<file path="config.mk">
export PLATFORM = sky130hd
export DESIGN_NAME = agc_out_quantizer
export DESIGN_NICKNAME = d
export VERILOG_FILES = /design/src/rtl/agc_out_quantizer.sv
export SDC_FILE = /design/constraint.sdc
export NUM_CORES = 1
export LEC_CHECK = 0
export CAP_MARGIN = 20
export CORE_ASPECT_RATIO = 0.8
export CORE_MARGIN = 2
export CORE_UTILIZATION = 24
export CTS_BUF_LIST = sky130_fd_sc_hd__clkbuf_8 sky130_fd_sc_hd__clkbuf_16
export DETAILED_ROUTE_END_ITERATION = 7
export GPL_TIMING_DRIVEN = 0
export PLACE_DENSITY = 0.51
export SLEW_MARGIN = 20
export SYNTH_ARGS = -nofsm -noshare
export SYNTH_HDL_FRONTEND = slang
export SYNTH_SLANG_ARGS = --single-unit
</file>
<file path="constraint.sdc">
create_clock -name clk -period 5.4 [get_ports clk]
set_clock_uncertainty 0.2 [all_clocks]
set_input_delay 0.81 -clock clk [delete_from_list [all_inputs] [get_ports clk]]
set_output_delay 0.81 -clock clk [all_outputs]
set_load 0.03 [all_outputs]
</file>
<file path="src/rtl/agc_out_quantizer.sv">
`default_nettype none
// ============================================================================
//  Module      : agc_out_quantizer
//  Description : Requantizes the AGC output (sfix39_En36) to sfix16_En13 with
//                rounding and saturation. Also keeps a windowed peak magnitude,
//                a saturation-event counter and a sticky saturation flag.
//                Optional macro AGC_OUT_CONVERGENT_EN selects convergent
//                (ties-to-even) rounding instead of round-half-up.
//  Revision    : 1.0 - initial release
// ============================================================================
module agc_out_quantizer #(
    parameter int IN_W     = 39,
    parameter int IN_FRAC  = 36,
    parameter int OUT_W    = 16,
    parameter int OUT_FRAC = 13,
    parameter int WIN_LEN  = 1024,
    parameter int CNT_W    = 16
) (
    input  logic             clk,
    input  logic             reset,
    input  logic             clk_enable,
    input  logic [IN_W-1:0]  in_agc,
    input  logic             clear_stats,
    output logic [OUT_W-1:0] out_q,
    output logic             out_valid,
    output logic [OUT_W-1:0] peak_mag,
    output logic             peak_valid,
    output logic [CNT_W-1:0] sat_count,
    output logic             sat_flag
);

    localparam int c_SHIFT  = IN_FRAC - OUT_FRAC;
    localparam int c_S1_W   = IN_W + 1 - c_SHIFT;
    localparam int c_WCNT_W = $clog2(WIN_LEN);
    localparam logic [c_WCNT_W-1:0] c_WLAST = c_WCNT_W'(WIN_LEN - 1);

    // Stage-1 rounding: widen by one bit so the rounding add cannot overflow
    logic [IN_W:0]      w_ext;
    logic [IN_W:0]      w_bias;
    logic [IN_W:0]      w_rnd;
    logic [c_S1_W-1:0]  w_s1;
    logic               w_unused;

    assign w_ext = {in_agc[IN_W-1], in_agc};

`ifdef AGC_OUT_CONVERGENT_EN
    // Half-LSB minus one plus the kept LSB: a tie carries only when the kept
    // part is odd, so ties land on the even neighbour.
    localparam logic [IN_W:0] c_HALF_M1 = {{(IN_W + 2 - c_SHIFT){1'b0}}, {(c_SHIFT - 1){1'b1}}};
    assign w_bias = c_HALF_M1 + {{IN_W{1'b0}}, in_agc[c_SHIFT]};
`else
    localparam logic [IN_W:0] c_HALF = {{(IN_W + 1 - c_SHIFT){1'b0}}, 1'b1, {(c_SHIFT - 1){1'b0}}};
    assign w_bias = c_HALF;
`endif

    assign w_rnd    = w_ext + w_bias;
    assign w_s1     = w_rnd[IN_W:c_SHIFT];
    // Discarded fraction bits only feed the carry; they are not needed further
    assign w_unused = ^w_rnd[c_SHIFT-1:0];

    // Stage-1 registers
    logic [c_S1_W-1:0]  r_s1;
    logic               r_v1;

    // Capture the rounded value on every enabled edge
    always_ff @(posedge clk or negedge reset) begin
        if (!reset) begin
            r_s1 <= '0;
            r_v1 <= 1'b0;
        end else if (clk_enable) begin
            r_s1 <= w_s1;
            r_v1 <= 1'b1;
        end
    end

    // Stage-2 saturation: in range when all bits above the output sign agree
    logic [c_S1_W-OUT_W:0] w_hi;
    logic                  w_ovf;
    logic [OUT_W-1:0]      w_q;
    logic [OUT_W-1:0]      w_mag;
    logic                  w_fire;

    assign w_hi   = r_s1[c_S1_W-1:OUT_W-1];
    assign w_ovf  = !((&w_hi) | ~(|w_hi));
    assign w_q    = !w_ovf            ? r_s1[OUT_W-1:0] :
                    r_s1[c_S1_W-1]    ? {1'b1, {(OUT_W - 1){1'b0}}} :
                                        {1'b0, {(OUT_W - 1){1'b1}}};
    // Two's-complement negate in OUT_W bits keeps |0x8000| = 0x8000
    assign w_mag  = w_q[OUT_W-1] ? (~w_q + OUT_W'(1)) : w_q;
    assign w_fire = clk_enable & r_v1;

    logic [OUT_W-1:0]    r_out_q;
    logic                r_out_valid;
    logic [OUT_W-1:0]    r_peak_mag;
    logic                r_peak_valid;
    logic [OUT_W-1:0]    r_run_max;
    logic [c_WCNT_W-1:0] r_wcnt;
    logic [CNT_W-1:0]    r_sat_cnt;
    logic                r_sat_flag;
    logic [OUT_W-1:0]    w_max;

    assign w_max = (w_mag > r_run_max) ? w_mag : r_run_max;

    // Output register and its one-cycle valid pulse
    always_ff @(posedge clk or negedge reset) begin
        if (!reset) begin
            r_out_q     <= '0;
            r_out_valid <= 1'b0;
        end else begin
            r_out_valid <= w_fire;
            if (w_fire) begin
                r_out_q <= w_q;
            end
        end
    end

    // Statistics: peak window and saturation tracking; clear wins over updates
    always_ff @(posedge clk or negedge reset) begin
        if (!reset) begin
            r_peak_mag   <= '0;
            r_peak_valid <= 1'b0;
            r_run_max    <= '0;
            r_wcnt       <= '0;
            r_sat_cnt    <= '0;
            r_sat_flag   <= 1'b0;
        end else begin
            r_peak_valid <= 1'b0;
            if (clk_enable) begin
                if (clear_stats) begin
                    r_run_max  <= '0;
                    r_wcnt     <= '0;
                    r_sat_cnt  <= '0;
                    r_sat_flag <= 1'b0;
                end else if (r_v1) begin
                    if (w_ovf) begin
                        r_sat_flag <= 1'b1;
                        if (r_sat_cnt != {CNT_W{1'b1}}) begin
                            r_sat_cnt <= r_sat_cnt + CNT_W'(1);
                        end
                    end
                    if (r_wcnt == c_WLAST) begin
                        r_peak_mag   <= w_max;
                        r_peak_valid <= 1'b1;
                        r_run_max    <= '0;
                        r_wcnt       <= '0;
                    end else begin
                        r_run_max    <= w_max;
                        r_wcnt       <= r_wcnt + c_WCNT_W'(1);
                    end
                end
            end
        end
    end

    assign out_q      = r_out_q;
    assign out_valid  = r_out_valid;
    assign peak_mag   = r_peak_mag;
    assign peak_valid = r_peak_valid;
    assign sat_count  = r_sat_cnt;
    assign sat_flag   = r_sat_flag;

endmodule
`default_nettype wire

</file>
After elaboration in Yosys (flattened, before gate mapping)
Cells that the tools add are included.

storage, ports and cells
  word-level logic and storage cells = 52
  flip-flop bits (word level) = 95
  input bits = 43
  output and inout bits = 51

cells by class
  muxes and demuxes = 21
  equal/unequal tests = 3
  add/sub/neg operators = 4
  bitwise logic cells = 5
  order comparisons = 1
  reduce and logical (&&, ||, !) cells = 8

operators by type and width
  cell                                             count
  two-way mux 16 bit                               11
  adder 39 x 24 -> 40 bit (second input constant)  1
  adder 16 x 1 -> 16 bit (second input constant)   2
  two-way mux 10 bit                               3
  > comparator 16 bit                              1
  != test 16 bit (second input constant)           1
  inverter 16 bit                                  1
  adder 10 x 1 -> 10 bit (second input constant)   1
  == test 10 bit (second input constant)           1
  AND reduction 4 bit                              2
  two-way mux 1 bit                                7
  AND reduction 2 bit                              2
  nonzero test 2 bit                               2
  AND reduction 3 bit                              1
  != test 2 bit (second input constant)            1
  inverter 1 bit                                   2
  OR reduction 2 bit                               1
  AND 1 bit                                        1
  OR 1 bit                                         1

Longest topological paths before layout
  word-level depth = 12
  gate-level depth with buffers = 20
  gate-level depth less buffers = 16

Worst setup path before layout
Ideal clock, no wire load.

  path kind = reg-to-reg
  start = register r_s1[16]
  end = register r_run_max[10]
  required time = 5.134 ns
  stages on the path, launching flop included = 20
  period minus slack after synthesis = 4.950 ns
  setup slack = 0.450 ns
  data arrival time = 4.684 ns
  buffers on the path = 5
  setup time = 0.066 ns
  path through = dfrtp_1 > ha_1 > buf_2 > clkbuf_1 > a21oi_1 > ha_1 > or3b_2 > nor4_4 > mux2i_1 > or3_4 > ha_1 > nand4_1 > nor4_1 > a21boi_0 > o41a_1 > buf_2 > and2_1 > clkbuf_2 > buf_2 > a22o_1

between the ends
  cells in the longest elaborated chain, start to end = 12
  elaborated cells between the ends (all ways) = 14
  classes of those cells = add/sub (1); order compare (1); mux (7); bitwise (3); reduce/logical (2)

ends and longest elaborated chain
  element                 RTL line  source
  from (decl)             62        logic [c_S1_W-1:0] r_s1;
  from (signal assigned)  71        r_s1 <= w_s1;
  OR reduction 2 bit      84        assign w_ovf = !((&w_hi) | ~(|w_hi));
  inverter 1 bit          84
  OR 1 bit                84
  two-way mux 16 bit (*)  85        assign w_q = !w_ovf ? r_s1[OUT_W-1:0] :
  inverter 16 bit         89        assign w_mag = w_q[OUT_W-1] ? (~w_q + OUT_W'(1)) : w_q;
  adder 16 x 1 -> 16 bit  89
  two-way mux 16 bit (*)  89
  > comparator 16 bit     102       assign w_max = (w_mag > r_run_max) ? w_mag : r_run_max;
  two-way mux 16 bit (*)  102
  two-way mux 16 bit (*)  141       if (r_wcnt == c_WLAST) begin
  two-way mux 16 bit (*)  134       end else if (r_v1) begin
  two-way mux 16 bit (*)  129       if (clear_stats) begin
  to (signal assigned)    147       r_run_max <= w_max;
  to (decl)               96        logic [OUT_W-1:0] r_run_max;

Mark *: on every way between the ends. The rest lies on a longest branch, timed or not. The select of a mux whose other input is x is not followed.
A chain may end at the register's enable or synchronous reset.

Worst setup path after layout
  start = register r_s1[16]
  end = register r_run_max[5]

The elaborated chain is that of the path after synthesis.

==> flow_metrics.tcl <==
set metrics [dict create \
    port_buffers 70 \
    gp_congestion 0.770 \
    ys_seq_area_frac 0.453 \
    clock-sinks 95 \
    fin_nets 724 \
    route.detailed.wl_per_inst_um 15.0 \
    viasPerCell 4.62 \
    reg2reg_depth 20 \
    rsz0062_at_grt "no" \
    criticalPathCategory "reg -> reg" \
    syn_inst 571 \
    nFillCells 2280 \
    cap_violations 0 \
    hp-class "in -> async" \
    core_um2 21500 \
    r2r-end "r_run_max[5]$_DFFE_PN0P_" \
    diodes 0 \
    slew_violations 0 \
    cts_tree "done" \
    cp-start-kind "register" \
    p_leak_nw 2.75 \
    yosys_warnings 0 \
    synth_ff_type "dfrtp_1" \
    timing.setup.tns_ps 0 \
    postSynthAreaPerCell_um2 9.19 \
    die-area_um2 23100 \
    initial_core_util 0.244 \
    hold_viol_final 0 \
    final_layout_size_suffix_gt1_frac 0.0814 \
    clockBufferDepth 2 \
    grt-ovfl-total 0 \
    die-width_um 169 \
    drt-initial-drc-count 205 \
    power_density_nw_per_um2 331 \
    synth_seq_cells 95 \
    core.rowCount 48 \
    h-tree-depth 3 \
    grt_max_degree 71 \
    relSlewSlack 0.549 \
    area_growth_pct 28.0 \
    syn_area_um2 5250 \
    dp.cells 917 \
    cts_buffers 9 \
    hpwl_um 10400 \
    path_max_fanout 10 \
    cts-root-buf "clkbuf_16" \
    clock.fmax_mhz 197 \
    path_clk_slew_ps 70 \
    tightest_slew_ps 670 \
    grt_pass1_wl_um 23200 \
    vdd_drop_max_mv 0.150 \
    setup-violations-final 0 \
    ios 94 \
    cts_hold_buf 0 \
    antenna_left 0 \
    syn-num-nets 636 \
    drt_wl_total_um 14100 \
    r2r_slack_ps 320 \
    async_reset_ff_frac 1.00 \
    r2r-start "r_s1[16]$_DFFE_PN0P_" \
    synth.distinct_cells 52 \
    cp.arrival_ps 5130 \
    synth_edf_count 0 \
    vias 4336 \
    first_global_vias 4211 \
    cp-end-kind "register" \
    firstDrtPassIters 4 \
    drc_errors 0 \
    status "finished, final reports clean" \
    crit_required_ps 5440 \
    period_needed_ps 5080 \
    insertion_delay_ps 350 \
    finalCritPeriodShare 0.941 \
    stdcell_count 938 \
    die_h_um 136 \
    track_usage 0.129 \
    antenna_found_initial 0 \
]
==> routing by layer <==
layer  track usage  vias up  share of wire
met2         0.180       89           0.40
li1              -     2184              -
met1         0.198     2055           0.54
met5             0        -              0
met3        0.0320        8          0.050
met4        0.0271        0         0.0088
==> per-stage QoR <==
stage / setup slack (ps) / hold WS (ps) / util / instance area (um^2) / power, mW
after CTS: 0.298 / 120 / 0.309 / 6640 / 2.22
after global placement: -597 / 266 / 0.293 / 6290 / 1.58
after global routing: 58.2 / 122 / 0.313 / 6720 / 2.37
final: 317 / 120 / 0.313 / 6720 / 2.22
after detailed placement: -648 / 271 / 0.294 / 6320 / 1.58
after floorplan: 450 / 244 / - / 5250 / 1.34
==> what timing repair did <==
action,CTS,global route
pin swaps,3,5
resized for setup,15,9
endpoints found under the setup margin,32,30
setup buffers,1,5
==> where the power goes <==
part | internal, mW | leakage [nW] | switching [mW] | total, mW
sequential | 0.782 | 1.22 | 0.0661 | 0.848
clock | 0.313 | 0.132 | 0.292 | 0.605
combinational | 0.328 | 1.41 | 0.442 | 0.770
==> sequential cells by signal, indices dropped and copies added (netlist names) <==
signal and count:
r_s1 17, r_run_max 16, peak_valid 1, peak_mag 16, sat_count 16, r_v1 1
r_wcnt 10, sat_flag 1, out_q 16, out_valid 1
==> synth_stat cells (2+ instances only) <==
cell / n / area [um^2]
xnor2_1: 26 / 228
nor3_1: 8 / 40.0
o31ai_1: 3 / 22.5
and2_1: 5 / 31.3
a31oi_1: 9 / 56.3
a221oi_1: 2 / 17.5
dfrtp_1: 95 / 2380
buf_2: 3 / 15.0
and3_1: 9 / 56.3
a22o_1: 18 / 158
nand4_1: 12 / 75.1
o22ai_1: 3 / 18.8
or3_1: 6 / 37.5
or4_1: 2 / 15.0
xor2_1: 10 / 87.6
a21oi_1: 54 / 270
ha_1: 22 / 275
or3b_2: 2 / 17.5
nor2b_1: 4 / 25.0
a211oi_1: 3 / 22.5
mux2_2: 2 / 22.5
or2_2: 6 / 37.5
nor4_1: 4 / 25.0
nor2_1: 70 / 263
mux2i_1: 19 / 190
nand2_1: 41 / 154
nand3_1: 17 / 85.1
o21ai_1: 3 / 15.0
a21o_1: 5 / 37.5
and4_1: 2 / 17.5
buf_1: 4 / 15.0
clkbuf_1: 19 / 71.3
o21ai_0: 35 / 175
nand2b_1: 5 / 31.3
inv_1: 26 / 97.6
==> critical path, cell delays in order (launching register included) <==
cell      delay (ps)
dfrtp_2          430
ha_1             310
clkbuf_4         210
buf_4            200
a21oi_4          170
ha_2             220
or3b_4           420
nor4_4           210
buf_4            170
mux2i_1           60
or3_4            400
ha_1             300
nand4_1          170
nor4_4            50
a21boi_2         150
o41a_1           380
buf_6            160
and2_1           140
clkbuf_2         160
buf_4            200
a22o_1           240
==> worst max-delay path by stage <==
| stage | from | endpoint | depth (start not counted) | slack (ps) |
|---|---|---|---|---|
| after floorplan | r_s1[16]$_DFFE_PN0P_ | r_run_max[10]$_DFFE_PN0P_ | 19 | 450 |
| after global placement | r_s1[16]$_DFFE_PN0P_ | r_run_max[5]$_DFFE_PN0P_ | 18 | -600 |
| after detailed placement | r_s1[16]$_DFFE_PN0P_ | r_run_max[13]$_DFFE_PN0P_ | 18 | -650 |
| after CTS | r_s1[16]$_DFFE_PN0P_ | r_run_max[9]$_DFFE_PN0P_ | 18 | 0.3 |
| after global routing | r_s1[15]$_DFFE_PN0P_ | r_run_max[9]$_DFFE_PN0P_ | 21 | 60 |
| final | r_s1[16]$_DFFE_PN0P_ | r_run_max[5]$_DFFE_PN0P_ | 20 | 320 |
==> area by class of cell <==
cell class	count	area, um^2	area share
buffer	28	136	0.0203
clock buffer	9	225	0.0335
clock inverter	6	43.8	0.00652
inverter	26	97.6	0.0145
multi-input combinational	422	2720	0.405
sequential	95	2380	0.354
tap	275	344	0.0512
timing repair buffer	77	774	0.115
==> placed cells by master (no fill, tap or decap), types with 4 or more instances in the layout <==
master | Yosys | final
buf_1 | 4 | 4
a31oi_1 | 9 | 9
xor2_1 | 10 | 10
nor2b_1 | 4 | 4
a21o_1 | 5 | 5
clkbuf_16 | 0 | 9
nand3_1 | 17 | 17
inv_1 | 26 | 26
dfrtp_1 | 95 | 94
a21oi_1 | 54 | 52
or2_2 | 6 | 6
mux2i_1 | 19 | 18
and3_1 | 9 | 9
clkbuf_1 | 19 | 17
or3_1 | 6 | 6
nand2b_1 | 5 | 5
xnor2_1 | 26 | 26
nor3_1 | 8 | 8
ha_1 | 22 | 21
a22o_1 | 18 | 18
clkdlybuf4s50_1 | 0 | 69
nand4_1 | 12 | 12
nand2_1 | 41 | 41
and2_1 | 5 | 5
o21ai_0 | 35 | 35
nor2_1 | 70 | 69
buf_4 | 1 | 8
==> kinds of logic (layout without fill, tap and decap cells) <==
family | Yosys count | in the layout | synth area share
AO/OA/AOI/OAI | 144 | 144 | 0.167
XOR/XNOR | 36 | 36 | 0.0601
adder cells (fa/ha/maj) | 22 | 22 | 0.0524
buffers and inverters | 54 | 146 | 0.0403
flip-flops | 95 | 95 | 0.453
multiplexers | 21 | 21 | 0.0405
AND/OR/NAND/NOR | 199 | 199 | 0.187
Note: power is estimated with default switching activity, not from simulation.
